**config.mk**
```make
export PLATFORM = sky130hd
export DESIGN_NAME = mem_arbiter_flat
export DESIGN_NICKNAME = d
export VERILOG_FILES = /design/src/rtl/memarb_pkg.sv /design/src/rtl/mem_arbiter_if.sv /design/src/rtl/memarb_pick.sv /design/src/rtl/mem_arbiter.sv /design/src/flat_wrapper.sv
export SDC_FILE = /design/constraint.sdc
export NUM_CORES = 1
export LEC_CHECK = 0
export CELL_PAD_IN_SITES_DETAIL_PLACEMENT = 0
export CELL_PAD_IN_SITES_GLOBAL_PLACEMENT = 1
export CORE_UTILIZATION = 28
export CTS_CLUSTER_DIAMETER = 150
export DETAILED_ROUTE_END_ITERATION = 7
export GPL_ROUTABILITY_DRIVEN = 0
export PLACE_DENSITY = 0.88
export RECOVER_POWER = 25
export SLEW_MARGIN = 10
export SYNTH_ARGS = -nofsm -noshare
export SYNTH_HDL_FRONTEND = slang
export SYNTH_SLANG_ARGS = --single-unit
```
**constraint.sdc**
```tcl
create_clock -name clk -period 4.5 [get_ports clk]
set_input_delay 0.9 -clock clk [delete_from_list [all_inputs] [get_ports clk]]
set_output_delay 0.9 -clock clk [all_outputs]
set_load 0.02 [all_outputs]
```
**src/rtl/memarb_pkg.sv**
```systemverilog
// memarb_pkg: shared types and defaults for the two-port block-RAM arbiter.
// Holds the FSM state encoding, the port-index type and default widths.
package memarb_pkg;

    typedef enum logic [1:0] {
        ST_IDLE = 2'd0,
        ST_ACC  = 2'd1,
        ST_RSP  = 2'd2
    } state_e;

    // Index of a requesting port: 0 = CPU bus, 1 = debug monitor / loader
    typedef logic port_t;

    localparam int DEF_AW     = 32;
    localparam int DEF_DW     = 32;
    localparam int DEF_RAM_AW = 9;

endpackage

```
**src/rtl/mem_arbiter_if.sv**
```systemverilog
// mem_arbiter_if: both requester ports plus the RAM-side bus of the arbiter.
// The slave modport is the arbiter's view, master is the surrounding system
// (requesters and the RAM itself).
interface mem_arbiter_if #(
    parameter int AW     = memarb_pkg::DEF_AW,
    parameter int DW     = memarb_pkg::DEF_DW,
    parameter int RAM_AW = memarb_pkg::DEF_RAM_AW
);

    logic              req0;
    logic              wr0;
    logic [AW-1:0]     a0;
    logic [DW-1:0]     i0;
    logic              ack0;
    logic              err0;
    logic [DW-1:0]     o0;

    logic              req1;
    logic              wr1;
    logic [AW-1:0]     a1;
    logic [DW-1:0]     i1;
    logic              ack1;
    logic              err1;
    logic [DW-1:0]     o1;

    logic              mcs;
    logic              mwr;
    logic [RAM_AW-1:0] ma;
    logic [DW-1:0]     mi;
    logic [DW-1:0]     mo;

    modport slave (
        input  req0, wr0, a0, i0,
        input  req1, wr1, a1, i1,
        input  mo,
        output ack0, err0, o0,
        output ack1, err1, o1,
        output mcs, mwr, ma, mi
    );

    modport master (
        output req0, wr0, a0, i0,
        output req1, wr1, a1, i1,
        output mo,
        input  ack0, err0, o0,
        input  ack1, err1, o1,
        input  mcs, mwr, ma, mi
    );

endinterface

```
**src/rtl/memarb_pick.sv**
```systemverilog
// memarb_pick: combinational winner selection between the two requesters.
// Optional feature macro: MEMARB_ROUND_ROBIN_EN (round-robin on ties);
// when undefined, port 0 has fixed priority.
module memarb_pick
    import memarb_pkg::*;
(
    input  logic  req0,
    input  logic  req1,
    input  port_t last,
    output port_t win,
    output logic  any_req
);

    assign any_req = req0 | req1;

`ifdef MEMARB_ROUND_ROBIN_EN
    // On a tie the port that was not served last wins; a lone requester always wins
    always_comb begin
        win = 1'b0;
        if (req0 && req1) begin
            win = ~last;
        end else begin
            win = ~req0;
        end
    end
`else
    // Fixed priority: port 0 wins whenever it requests; the history bit is not needed
    logic unused_last;
    assign unused_last = last;
    assign win         = ~req0;
`endif

endmodule

```
**src/rtl/mem_arbiter.sv**
```systemverilog
// mem_arbiter: two-port arbiter in front of a single-port synchronous block RAM.
// Each access runs IDLE -> ACC -> RSP; out-of-window addresses get ERR
// instead of a RAM cycle. Winner selection lives in memarb_pick and follows
// the MEMARB_ROUND_ROBIN_EN macro (fixed port-0 priority when undefined).
module mem_arbiter
    import memarb_pkg::*;
#(
    parameter int AW     = DEF_AW,
    parameter int DW     = DEF_DW,
    parameter int RAM_AW = DEF_RAM_AW
) (
    input logic           clk,
    input logic           rst,
    mem_arbiter_if.slave  bus
);

    localparam logic [1:0] IDLE = ST_IDLE;
    localparam logic [1:0] ACC  = ST_ACC;
    localparam logic [1:0] RSP  = ST_RSP;

    logic [1:0]    state;
    port_t         sel;
    port_t         last;
    port_t         win;
    logic          any_req;
    logic          oor;
    logic          cur_wr;
    logic          cur_oor;
    logic [AW-1:0] cur_a;
    logic [DW-1:0] cur_i;
    logic [DW-1:0] rsp_data;
    logic [DW-1:0] hold0;
    logic [DW-1:0] hold1;

    memarb_pick u_pick (
        .req0    (bus.req0),
        .req1    (bus.req1),
        .last    (last),
        .win     (win),
        .any_req (any_req)
    );

    // Route the winning port's request fields to the latch stage
    always_comb begin
        cur_wr = bus.wr0;
        cur_a  = bus.a0;
        cur_i  = bus.i0;
        if (win) begin
            cur_wr = bus.wr1;
            cur_a  = bus.a1;
            cur_i  = bus.i1;
        end
    end

    assign cur_oor  = |cur_a[AW-1:RAM_AW];
    assign rsp_data = oor ? '0 : bus.mo;

    // Read data is live from the RAM during RSP, otherwise the per-port hold register
    assign bus.o0 = (state == RSP && sel == 1'b0) ? rsp_data : hold0;
    assign bus.o1 = (state == RSP && sel == 1'b1) ? rsp_data : hold1;

    // Access sequencer: latch the winner in IDLE, drive the RAM in ACC, answer in RSP
    always_ff @(posedge clk or posedge rst) begin
        if (rst) begin
            state    <= IDLE;
            sel      <= 1'b0;
            oor      <= 1'b0;
            last     <= 1'b1;
            bus.mcs  <= 1'b0;
            bus.mwr  <= 1'b0;
            bus.ma   <= '0;
            bus.mi   <= '0;
            bus.ack0 <= 1'b0;
            bus.ack1 <= 1'b0;
            bus.err0 <= 1'b0;
            bus.err1 <= 1'b0;
            hold0    <= '0;
            hold1    <= '0;
        end else begin
            case (state)
                IDLE: begin
                    if (any_req) begin
                        sel     <= win;
                        oor     <= cur_oor;
                        bus.mcs <= ~cur_oor;
                        bus.mwr <= cur_wr & ~cur_oor;
                        bus.ma  <= cur_a[RAM_AW-1:0];
                        bus.mi  <= cur_i;
                        state   <= ACC;
                    end
                end
                ACC: begin
                    bus.mcs <= 1'b0;
                    bus.mwr <= 1'b0;
                    if (sel) begin
                        bus.ack1 <= 1'b1;
                        bus.err1 <= oor;
                    end else begin
                        bus.ack0 <= 1'b1;
                        bus.err0 <= oor;
                    end
                    state <= RSP;
                end
                RSP: begin
                    bus.ack0 <= 1'b0;
                    bus.ack1 <= 1'b0;
                    bus.err0 <= 1'b0;
                    bus.err1 <= 1'b0;
                    if (sel) begin
                        hold1 <= rsp_data;
                    end else begin
                        hold0 <= rsp_data;
                    end
                    last  <= sel;
                    state <= IDLE;
                end
                default: begin
                    state <= IDLE;
                end
            endcase
        end
    end

endmodule

```
**src/flat_wrapper.sv**
```systemverilog
// flat-port wrapper written by rule: the top's interface ports become plain ports
module mem_arbiter_flat import memarb_pkg::*;
#(
    parameter int AW     = DEF_AW,
    parameter int DW     = DEF_DW,
    parameter int RAM_AW = DEF_RAM_AW
)
  (clk, rst, bus_req0, bus_wr0, bus_a0, bus_i0, bus_req1, bus_wr1, bus_a1, bus_i1, bus_mo, bus_ack0, bus_err0, bus_o0, bus_ack1, bus_err1, bus_o1, bus_mcs, bus_mwr, bus_ma, bus_mi);
  mem_arbiter_if #(.AW(AW), .DW(DW), .RAM_AW(RAM_AW)) bus_i ();
  input logic clk;
  input logic rst;
  input wire logic [$bits(bus_i.req0)-1:0] bus_req0;
  input wire logic [$bits(bus_i.wr0)-1:0] bus_wr0;
  input wire logic [$bits(bus_i.a0)-1:0] bus_a0;
  input wire logic [$bits(bus_i.i0)-1:0] bus_i0;
  input wire logic [$bits(bus_i.req1)-1:0] bus_req1;
  input wire logic [$bits(bus_i.wr1)-1:0] bus_wr1;
  input wire logic [$bits(bus_i.a1)-1:0] bus_a1;
  input wire logic [$bits(bus_i.i1)-1:0] bus_i1;
  input wire logic [$bits(bus_i.mo)-1:0] bus_mo;
  output wire logic [$bits(bus_i.ack0)-1:0] bus_ack0;
  output wire logic [$bits(bus_i.err0)-1:0] bus_err0;
  output wire logic [$bits(bus_i.o0)-1:0] bus_o0;
  output wire logic [$bits(bus_i.ack1)-1:0] bus_ack1;
  output wire logic [$bits(bus_i.err1)-1:0] bus_err1;
  output wire logic [$bits(bus_i.o1)-1:0] bus_o1;
  output wire logic [$bits(bus_i.mcs)-1:0] bus_mcs;
  output wire logic [$bits(bus_i.mwr)-1:0] bus_mwr;
  output wire logic [$bits(bus_i.ma)-1:0] bus_ma;
  output wire logic [$bits(bus_i.mi)-1:0] bus_mi;
  assign bus_i.req0 = bus_req0;
  assign bus_i.wr0 = bus_wr0;
  assign bus_i.a0 = bus_a0;
  assign bus_i.i0 = bus_i0;
  assign bus_i.req1 = bus_req1;
  assign bus_i.wr1 = bus_wr1;
  assign bus_i.a1 = bus_a1;
  assign bus_i.i1 = bus_i1;
  assign bus_i.mo = bus_mo;
  assign bus_ack0 = bus_i.ack0;
  assign bus_err0 = bus_i.err0;
  assign bus_o0 = bus_i.o0;
  assign bus_ack1 = bus_i.ack1;
  assign bus_err1 = bus_i.err1;
  assign bus_o1 = bus_i.o1;
  assign bus_mcs = bus_i.mcs;
  assign bus_mwr = bus_i.mwr;
  assign bus_ma = bus_i.ma;
  assign bus_mi = bus_i.mi;
  mem_arbiter #(.AW(AW), .DW(DW), .RAM_AW(RAM_AW)) u_core (.clk(clk), .rst(rst), .bus(bus_i));
endmodule
```
==> flow_metrics.tcl <==
set metrics [dict create \
    die_y_um 134.0 \
    synth-seq-area-share_pct 58.96 \
    fmax_ghz 0.2681 \
    crit_start "u_core.state[0]$_DFFE_PP0P_" \
    end_kind "output pin" \
    ys_seq_elements 115 \
    rows 47 \
    fin_hold_ws_ns 0.4897 \
    routed_via_density 4.467 \
    htree_levels 4 \
    swShare_pct 35.05 \
    cts.reportedPaths.clkPinSlew_ns 0.05 \
    holdBufCountCts 0 \
    grt_pass1_wl_mm 23.12 \
    wl_per_cell_um 14.59 \
    cts_setup_buffers 0 \
    routed_wl_mm 14.35 \
    die_w_um 134.0 \
    io_pins 277 \
    clkPwrFrac_pct 27.7 \
    fin_crit_sh_pct 82.89 \
    powerDensity_nw_per_um2 587.0 \
    crit_end "bus_o0[22]" \
    clock_path_buffers 2 \
    area_growth_pct 72.16 \
    port_buffers 276 \
    path_class "register to output pin" \
    start_util_pct 29.02 \
    grt_pass1_vias 4555 \
    finalNonFillerCells 983 \
    placed_area_um2 7810 \
    gr-usage-met1_pct 19.53 \
    cp.arrival_ns 2.83 \
    reg2reg_to "u_core.bus.mi[10]$_DFFE_PP0P_" \
    drt_iter0_drc 125 \
    hp-start "u_core.hold0[20]$_DFFE_PP0P_" \
    max-slew-margin-rel_pct -53.22 \
    coreArea_um2 16820 \
    drive_gt1_share_pct 5.898 \
    fin_skew_ns 0.01060 \
    place_inst 952 \
    clock-sinks 115 \
    antenna_cells 0 \
    setup_slack_ns 0.7700 \
    nNetsFinal 917 \
    violations "capacitance limit, slew limit" \
    yosys_warnings 0 \
    cts_made_buffers 17 \
    final_common_cell "clkdlybuf4s50_1" \
    p_leak_nw 3.454 \
    design_area_um2 8403 \
    grt_use_met3_pct 7.181 \
    synth_nets 646 \
    crit_required_ns 3.60 \
    syn_area_per_cell_um2 10.17 \
    outcome "finished, violations left" \
    post_cts_resized 0 \
    final_core_util_pct 49.96 \
    reg2regPathDepth 5 \
    dp_slack_ns 1.271 \
    postSynthCellCount 480 \
    grt_max_degree 68 \
    final_cell_mix "clkdlybuf4s50_1, dfrtp_1, nand2_1" \
    path_cells "inv_2 -> nand3_1 -> clkbuf_1 -> nand2_1 -> o21ai_0 -> clkdlybuf4s50_1" \
    num_vias 4391 \
    slew_violations 49 \
    path_max_fanout 20 \
    drc 0 \
    power.combinational.fraction_pct 40.8 \
    cts_tree "built" \
    worstSkewPairLatency_ns 0.40 \
    antenna_found_initial 0 \
    top_usage_layer "met2" \
    netlist-cell-type-count 24 \
    maxCapViolations 1 \
    track_usage_pct 16.58 \
    worst_pin_slew_ns 2.286 \
    first_pass_iters 4 \
    setup_viol 0 \
    reg2reg_slack_ns 2.45 \
    p_int_mw 3.204 \
    met2_usage_pct 26.71 \
    die_area_um2 17960 \
    cts-root-buf "clkbuf_16" \
    peakVddDrop_mv 0.2914 \
    cp-start-kind "register" \
    hold_viol 0 \
    cpPeakStageDelay_ns 0.66 \
    setup-tns-final_ns 0 \
    r2r-start "u_core.state[1]$_DFFE_PP0P_" \
    fin_crit_ns 3.730 \
    power_mw 4.933 \
    crit_path_top_delay_cell "clkdlybuf4s50_1" \
    rsz0062_at_grt "no" \
    hold_path_class "register to register" \
    seqPwrFrac_pct 31.6 \
    grt_overflow 0 \
    hpwl_mm 10.45 \
    syn_area_um2 4881 \
    ant_nets 0 \
    p_sw_mw 1.729 \
]
-- logic make-up (layout without fill, tap and decap cells) --
| logic type | Yosys count | count (layout) | share of synthesized area (%) |
|---|---|---|---|
| AOI/OAI and AO/OA | 120 | 120 | 12.54 |
| DFF | 115 | 115 | 58.96 |
| muxes | 43 | 43 | 8.869 |
| and+or+nand+nor | 165 | 165 | 15.43 |
| buffers and inverters | 37 | 320 | 4.204 |
-- sequential cells by signal, indices dropped and copies added, names as in the netlist --
register,flops
u_core.bus.mi,32
u_core.bus.mcs,1
u_core.state,2
u_core.oor,1
u_core.bus.err0,1
u_core.bus.ack1,1
u_core.hold0,32
u_core.bus.ack0,1
u_core.hold1,32
u_core.bus.ma,9
u_core.bus.err1,1
u_core.sel,1
u_core.bus.mwr,1
-- power groups by stage --
stage	registers, mW	logic, mW	clock network, mW
global route	1.60	2.18	1.45
floorplan	1.79	0.859	0
global placement	1.56	2.03	0
detailed placement	1.57	2.04	0
finish	1.56	2.01	1.36
CTS	1.56	2.05	1.40
-- metal layers --
metal	wire length [um]	part of all wire, %
met3	1493	10
met2	6629	46
met5	0	0
met1	5972	42
met4	251	1.7
-- synthesized netlist by cell type --
cell       number  area share, %
o21ai_0         4           0.41
dfrtp_1       115             59
nand2b_1       33            4.2
buf_2          23            2.4
nor2_2          1           0.13
a31oi_1         1           0.13
o21a_1          1           0.15
and4_1          1           0.18
inv_1           4           0.31
mux2_2          2           0.46
a2bb2oi_1       1           0.18
mux2i_1        41            8.4
nor4b_2         1           0.31
o22ai_1         3           0.38
clkbuf_1        3           0.23
nor2_1         45            3.5
inv_2           2           0.15
a21oi_1        45            4.6
nor4_1         11            1.4
o21ai_1        65            6.7
nand2_1        70            5.4
buf_6           5            1.2
nand3_1         2           0.21
nand4_1         1           0.13
-- area by class of cell --
type	count	area [um^2]
fillers	1585	8416
clock inverters	9	128.9
well taps	220	275.3
clock buffers	22	474.2
repair buffers	283	2819
multi-input cells	328	1804
inverters	6	23.77
flip-flops and latches	115	2878
-- critical path, delay by kind of cell, from the launching register on --
| kind | cells | cell delay, ns |
|---|---|---|
| DFF | 1 | 0.50 |
| and+or+nand+nor | 2 | 0.41 |
| buffers and inverters | 3 | 1.37 |
| AOI/OAI and AO/OA | 1 | 0.15 |
-- worst min-delay path by stage --
stage	end	slack, ns	cells after the start
after CTS	u_core.hold0[15]$_DFFE_PP0P_	0.50	2
after global routing	u_core.hold1[30]$_DFFE_PP0P_	0.52	2
final	u_core.hold0[20]$_DFFE_PP0P_	0.49	2
after global placement	u_core.hold0[17]$_DFFE_PP0P_	0.47	2
after floorplan	u_core.sel$_DFFE_PP0P_	0.57	2
after detailed placement	u_core.hold0[15]$_DFFE_PP0P_	0.48	2
Note: power is estimated with default switching activity, not from simulation.
